$ cat src/rtl/alu_mdu_controller.sv
// EX-stage ALU operation decode and RV32M multi-cycle sequencer.
// Drives an external iterative mul/div datapath; stalls the pipe meanwhile.
module alu_mdu_controller #(
  parameter int OP_W    = 4,
  parameter int MUL_LAT = 2,
  parameter int DIV_LAT = 32
) (
  input  logic            clk,
  input  logic            reset,
  input  logic            valid_i,
  input  logic [1:0]      ALUOp,
  input  logic            Imm,
  input  logic [6:0]      Funct7,
  input  logic [2:0]      Funct3,
  input  logic            div_by_zero_i,
  input  logic            flush,
  output logic [OP_W-1:0] Operation,
  output logic            md_start,
  output logic [2:0]      md_op,
  output logic            md_kill,
  output logic            md_done,
  output logic            result_sel,
  output logic            stall
);

  localparam int CNT_W = $clog2(DIV_LAT + 1);

  typedef enum logic [1:0] {
    IDLE,
    BUSY,
    DONE
  } state_t;

  state_t     state_q, state_d;
  logic [CNT_W-1:0] cnt_q, cnt_d;
  logic       first_q, first_d;
  logic       kill_q, kill_d;
  logic [2:0] op_q, op_d;
  logic [3:0] op4;
  logic       is_m;
  logic       m_req;

  assign is_m  = (ALUOp == 2'b10) && !Imm
              && (Funct7 == 7'b0000001);
  assign m_req = valid_i && is_m;

  // ALU operation decode, purely combinational
  always_comb begin
    op4 = 4'b0000;
    unique case (ALUOp)
      2'b00: op4 = 4'b0010;
      2'b01: begin
        unique case (Funct3[2:1])
          2'b00:   op4 = 4'b1000;
          2'b10:   op4 = 4'b1001;
          2'b11:   op4 = 4'b1010;
          default: op4 = 4'b0000;
        endcase
      end
      2'b10: begin
        if (!is_m) begin
          unique case (Funct3)
            3'b000: op4 = (!Imm && Funct7 == 7'b0100000)
                        ? 4'b0011 : 4'b0010;
            3'b001: op4 = 4'b0110;
            3'b010: op4 = 4'b1001;
            3'b011: op4 = 4'b1010;
            3'b100: op4 = 4'b0100;
            3'b101: begin
              if (Funct7 == 7'b0000000)
                op4 = 4'b0111;
              else if (Funct7 == 7'b0100000)
                op4 = 4'b0101;
              else
                op4 = 4'b0000;
            end
            3'b110: op4 = 4'b0001;
            default: op4 = 4'b0000;
          endcase
        end
      end
      default: op4 = 4'b0000;
    endcase
  end

  // Widen to OP_W with upper bits tied low
  always_comb begin
    Operation      = '0;
    Operation[3:0] = op4;
  end

  // Sequencer next-state and pulse outputs
  always_comb begin
    state_d  = state_q;
    cnt_d    = cnt_q;
    first_d  = 1'b0;
    kill_d   = 1'b0;
    op_d     = op_q;
    stall    = 1'b0;
    md_start = 1'b0;
    md_done  = 1'b0;
    unique case (state_q)
      IDLE: begin
        if (m_req && !flush) begin
          stall   = 1'b1;
          state_d = BUSY;
          first_d = 1'b1;
          op_d    = Funct3;
          if (Funct3[2] && div_by_zero_i)
            cnt_d = CNT_W'(1);
          else if (Funct3[2])
            cnt_d = CNT_W'(DIV_LAT);
          else
            cnt_d = CNT_W'(MUL_LAT);
        end
      end
      BUSY: begin
        stall    = 1'b1;
        md_start = first_q;
        if (flush) begin
          state_d = IDLE;
          kill_d  = 1'b1;
          cnt_d   = '0;
        end else begin
          cnt_d = cnt_q - CNT_W'(1);
          if (cnt_q == CNT_W'(1))
            state_d = DONE;
        end
      end
      DONE: begin
        md_done = !flush;
        state_d = IDLE;
      end
      default: state_d = IDLE;
    endcase
  end

  assign result_sel = md_done;
  assign md_kill    = kill_q;
  assign md_op      = op_q;

  // State register with synchronous reset
  always_ff @(posedge clk) begin
    if (reset) begin
      state_q <= IDLE;
      cnt_q   <= '0;
      first_q <= 1'b0;
      kill_q  <= 1'b0;
      op_q    <= 3'b000;
    end else begin
      state_q <= state_d;
      cnt_q   <= cnt_d;
      first_q <= first_d;
      kill_q  <= kill_d;
      op_q    <= op_d;
    end
  end

endmodule

$ cat config.mk
export PLATFORM = sky130hd
export DESIGN_NAME = alu_mdu_controller
export DESIGN_NICKNAME = d
export VERILOG_FILES = /design/src/rtl/alu_mdu_controller.sv
export SDC_FILE = /design/constraint.sdc
export NUM_CORES = 1
export LEC_CHECK = 0
export ABC_AREA = 1
export BUFFER_PORTS_ARGS = -buffer_cell sky130_fd_sc_hd__buf_2
export CORE_UTILIZATION = 49
export CTS_CLUSTER_DIAMETER = 30
export DETAILED_ROUTE_END_ITERATION = 16
export PLACE_DENSITY = 0.81
export SYNTH_ARGS = -nofsm -noshare
export SYNTH_HDL_FRONTEND = slang
export SYNTH_SLANG_ARGS = --single-unit
$ cat constraint.sdc
create_clock -name clk -period 1.4 [get_ports clk]
set_clock_uncertainty 0.15 [all_clocks]
set_input_delay 0.14 -clock clk [delete_from_list [all_inputs] [get_ports clk]]
set_output_delay 0.14 -clock clk [all_outputs]
set_load 0.02 [all_outputs]
=== Word level (Yosys, flattened, before mapping) ===
Cells that the tools add are included.

* Register bits after elaboration: 13
* Input bits: 18
* Output and inout bits: 12

* Add/sub/neg operators: 1
* Eq/ne operators: 17
* Mux-type cells: 21
* Bitwise gates (word level): 2
* Reductions and logical operators: 19

{| class="wikitable"
|+ Operators with widths
! cell !! number
|-
| one-hot mux 4 bit (7 select lines) || 1
|-
| 2-to-1 mux 6 bit || 4
|-
| one-hot mux 4 bit (3 select lines) || 2
|-
| one-hot mux 6 bit (2 select lines) || 1
|-
| equality test 3 bit (second input constant) || 3
|-
| equality test 2 bit (second input constant) || 4
|-
| equality test 7 x 1 -> 1 bit (second input constant) || 1
|-
| equality test 7 x 6 -> 1 bit (second input constant) || 1
|-
| logical NOT 7 bit || 1
|-
| equality test 3 x 2 -> 1 bit (second input constant) || 2
|-
| equality test 6 x 1 -> 1 bit (second input constant) || 1
|-
| logical AND 1 bit || 6
|-
| logical NOT 2 bit || 3
|-
| 2-to-1 mux 2 bit || 3
|-
| 2-to-1 mux 3 bit || 2
|-
| AND reduction 2 bit || 3
|-
| subtractor 6 x 1 -> 6 bit (second input constant) || 1
|-
| 2-to-1 mux 1 bit || 5
|-
| equality test 2 x 1 -> 1 bit (second input constant) || 2
|-
| 2-to-1 mux 4 bit || 1
|-
| one-hot mux 2 bit (2 select lines) || 1
|-
| OR reduction 2 bit || 2
|-
| equality test 3 x 1 -> 1 bit (second input constant) || 1
|-
| logical NOT 3 bit || 1
|-
| 6 further kinds || 8
|}

=== Longest topological paths before layout ===
* Word-level depth: 7
* Gate-level depth with buffers: 9

=== Worst setup path before layout ===
Ideal clock, no wire load.

* Kind: flip-flop to output port
* From: register state_q[0]
* To: output result_sel
* Data arrival time: 1.118 ns
* Required time: 1.110 ns
* Setup slack: -0.008 ns
* Cell stages (with the launch flop): 3
* Cell sequence: dfxtp_1 nor3_1 buf_4

* Longest elaborated chain between the ends: 2

{| class="wikitable"
|+ Ends and longest elaborated chain
! element !! RTL line !! text
|-
| start: declaration || 34 || <nowiki>state_t state_q, state_d;</nowiki>
|-
| start signal: assignment || 151 || <nowiki>state_q <= state_d;</nowiki>
|-
| equality test 2 bit || 102 || <nowiki>unique case (state_q)</nowiki>
|-
| 2-to-1 mux 1 bit || 102 ||
|-
| end: declaration || 22 || <nowiki>output logic result_sel,</nowiki>
|}

Every way passes these cells.

=== Final worst setup path ===
* From: register state_q[1]
* To: output stall

* Longest elaborated chain between the ends: 2
* Elaborated cells on any way between the ends: 3
* Those cells by class: eq/ne (1); mux (1); reduce/logical (1)

{| class="wikitable"
|+ Ends and longest elaborated chain
! element !! RTL line !! text
|-
| equality test 2 x 1 -> 1 bit / logical NOT 2 bit (equally long branches) || 102 ||
|-
| one-hot mux 1 bit (2 select lines) (*) || 102 ||
|-
| end: declaration || 23 || <nowiki>output logic stall</nowiki>
|}

Every way passes the cells marked *; elsewhere a longest branch is shown, timed or not.

==> out/qor.txt <==
Status: finished, final reports clean
Hold Crit Depth: 3
Most Frequent Cell on Critical Path: buf_6
Layout cells sized above 1: 0.378
Startpoint types: register
Final min period: 1.37 ns
Post-layout util: 0.733
Avg WL per Cell: 10.6 um
GRT overflow: 0
Most area-hungry cell type in the Yosys netlist: dfxtp_1
Met2 wire length: 1190 um
Top cell type's share of synthesized area: 0.291
Yosys warns: 0
Clk pin slew, worst setup/hold paths: 0.07 ns
Drt pass-1 iters: 5
ANT nets after route: 0
Placer Congestion: 0.980
I/O Buffers: 29
Worst Path Required: 1.11 ns
Mean Syn Cell Area: 6.04 um^2
Die X: 44.7 um
DIE AREA: 2000 um^2
CTS H-tree depth: 1
Syn-to-layout area delta: 41.4%
Unique cell type count in the Yosys netlist: 23
CTS Buf Count: 3
Worst path max stage delay: 0.33 ns
Hold EP: md_op[1]
ANT cells: 0
Top post-synthesis cells by area: dfxtp_1 29%, nor2_1 15%, nand2_1 13%
Max clock buf depth: 2
Pre-CTS WS: 0.0196 ns
Worst-Margin Slew: 0.222 ns
Cell row count: 15
Fmax achieved: 732 MHz
DR top layer: met4
# IOs: 30
Worst-path fanout max: 4
Initial antenna violation count: 0
LEAKAGE: 0.624 nW
Synth Register Bits: 13
CTS sink cnt: 13
Worst path slowest cell: dfxtp_2
Leading cell type in the layout, fill and taps excluded: nor2_1
Worst r2r dst: cnt_q[0]
RR Startpoint: state_q[1]
Hold WC Path Type: in2reg
Sequential area share after synthesis: 0.291
Final worst-path cycle share: 0.975
Maximum number of pins on one net before global-route repair: 11
Hold_sp: Funct3[1]
GRT Resource Usage Total: 0.229
Drt initial violations: 21
Wl on met1: 956 um
Setup_tns: 0 ns
Worst endpoint data arrival time: 1.08 ns
Hold_ws: 0.0313 ns
First-pass GRT wire length: 3420 um
Worst setup EP type: output pin
Max-cap viol count: 0
Max-slew violations: 0
CTS tree: yes
Vias in the first global route: 866
Routed Wire Length: 2260 um
PD cells: 577 nW/um^2
Synth Cell Area: 895 um^2
CP Class: reg2out
Max_slew headroom: 0.851
Synthesized instance count: 148
Delay-heaviest family, CP: flip-flops
Most frequent cells in the layout: 30 x nor2_1, 29 x nand2_1, 26 x buf_2, 14 x inv_1, 10 x nand3_1
Root buffer cell: clkbuf_4
Via-to-Cell Ratio: 4.86
Worst setup margin: 0.0346 ns
Final hold vios: 0
Worst reg2reg setup slack: 0.10 ns
Worst-case reg-to-reg path depth: 8
DRC: 0
Via count: 1035
Final number of setup-violating endpoints: 0
WP buf/inv: 3
Clock latency on the worst-skew pair: 0.28 ns
Height of the chip: 44.7 um
WL met3: 99 um
Syn nets: 168
Final Net Count: 209
RSZ-0062 raised after global routing: true
Peak supply drop: 0.531 mV
Core area: 1730 um^2
Final HPWL DP: 1570 um
Worst path cell trace: inv_2 > nand2_4 > buf_6 > nand2_2 > buf_6
Starting Density: 0.518
## metal layers
layer  vias to the layer above  global-route usage
li1                        537                   -
met1                       471               0.270
met2                        23               0.406
met3                         4              0.0680
met4                         0              0.0606
met5                         -                   0
## where the power goes
| group | leakage, nW | total (mW) | internal (mW) | switching, mW |
|---|---|---|---|---|
| Sequential | 0.107 | 0.369 | 0.369 | 0.0000922 |
| Clock | 0.0150 | 0.228 | 0.111 | 0.118 |
| Combinational | 0.502 | 0.132 | 0.0555 | 0.0769 |
## tightest hold or removal path, stage by stage
cell and delay (ns):
buf_2 0.14, nor2_1 0.06, nor2_1 0.08
## registers in the layout, summed over array words and instances, names as in the netlist
register and flops:
cnt_q 6, md_op 3, first_q 1, state_q 2, md_kill 1
## cell type report
cell class / instances / area [um^2]
clock buffers: 4 / 26.3
fillers: 153 / 462
inverters: 20 / 75.1
multi-input cells: 110 / 598
flip-flops and latches: 13 / 265
well taps: 25 / 31.3
repair buffers: 41 / 269
## repair_timing
action	in CTS	in global routing
endpoints found under the hold margin	7	0
resized for setup	8	28
hold buffers	3	0
pin swaps	1	7
endpoints found under the setup margin	1	7
buffers inserted	3	1
## synth_stat cells
cell type and number:
nor2_4 1, nand2_2 2, or2_2 1, inv_1 19, dfxtp_1 13, xnor2_1 2, buf_4 1, nor2_2 3
nand2_1 32, nand4_1 2, buf_1 1, buf_2 2, nor2_1 35, buf_6 1, nand3b_1 1, ha_1 2
o21ai_0 5, nand3_1 11, nor3_1 4, inv_2 1, a21oi_1 7, nand3_4 1, mux2_2 1
## stage by stage
stage          power (mW)  cell area [um^2]  std cells
3_5_place_dp        0.484              1080        202
4_1_cts             0.723              1180        212
5_1_grt             0.771              1260        213
6_report            0.730              1260        213
2_1_floorplan       0.439               900        148
3_3_place_gp        0.481              1080        202
## worst max-delay path by stage
stage / start / to / slack, ns / cells past startpoint
6_report: state_q[1] / stall / 0.03 / 5
5_1_grt: Funct7[4] / Operation[0] / -0.03 / 9
4_1_cts: state_q[1] / stall / 0.01 / 5
3_5_place_dp: Funct7[0] / Operation[1] / 0.02 / 11
3_3_place_gp: Funct7[4] / Operation[1] / 0.05 / 9
2_1_floorplan: Funct7[0] / Operation[2] / 0.12 / 7
## logic make-up (layout without fill, tap and decap cells)
kind of cell             Yosys count  after routing  share of synthesized area
multiplexers                       1              1                     0.0126
AND/OR/NAND/NOR                   93             93                      0.462
buffers and inverters             25             65                      0.120
AO/OA/AOI/OAI                     12             12                     0.0671
XOR/XNOR                           2              2                     0.0196
adder cells (fa/ha/maj)            2              2                     0.0280
flip-flops                        13             13                      0.291
No activity file was read; power rests on OpenSTA's default activity.
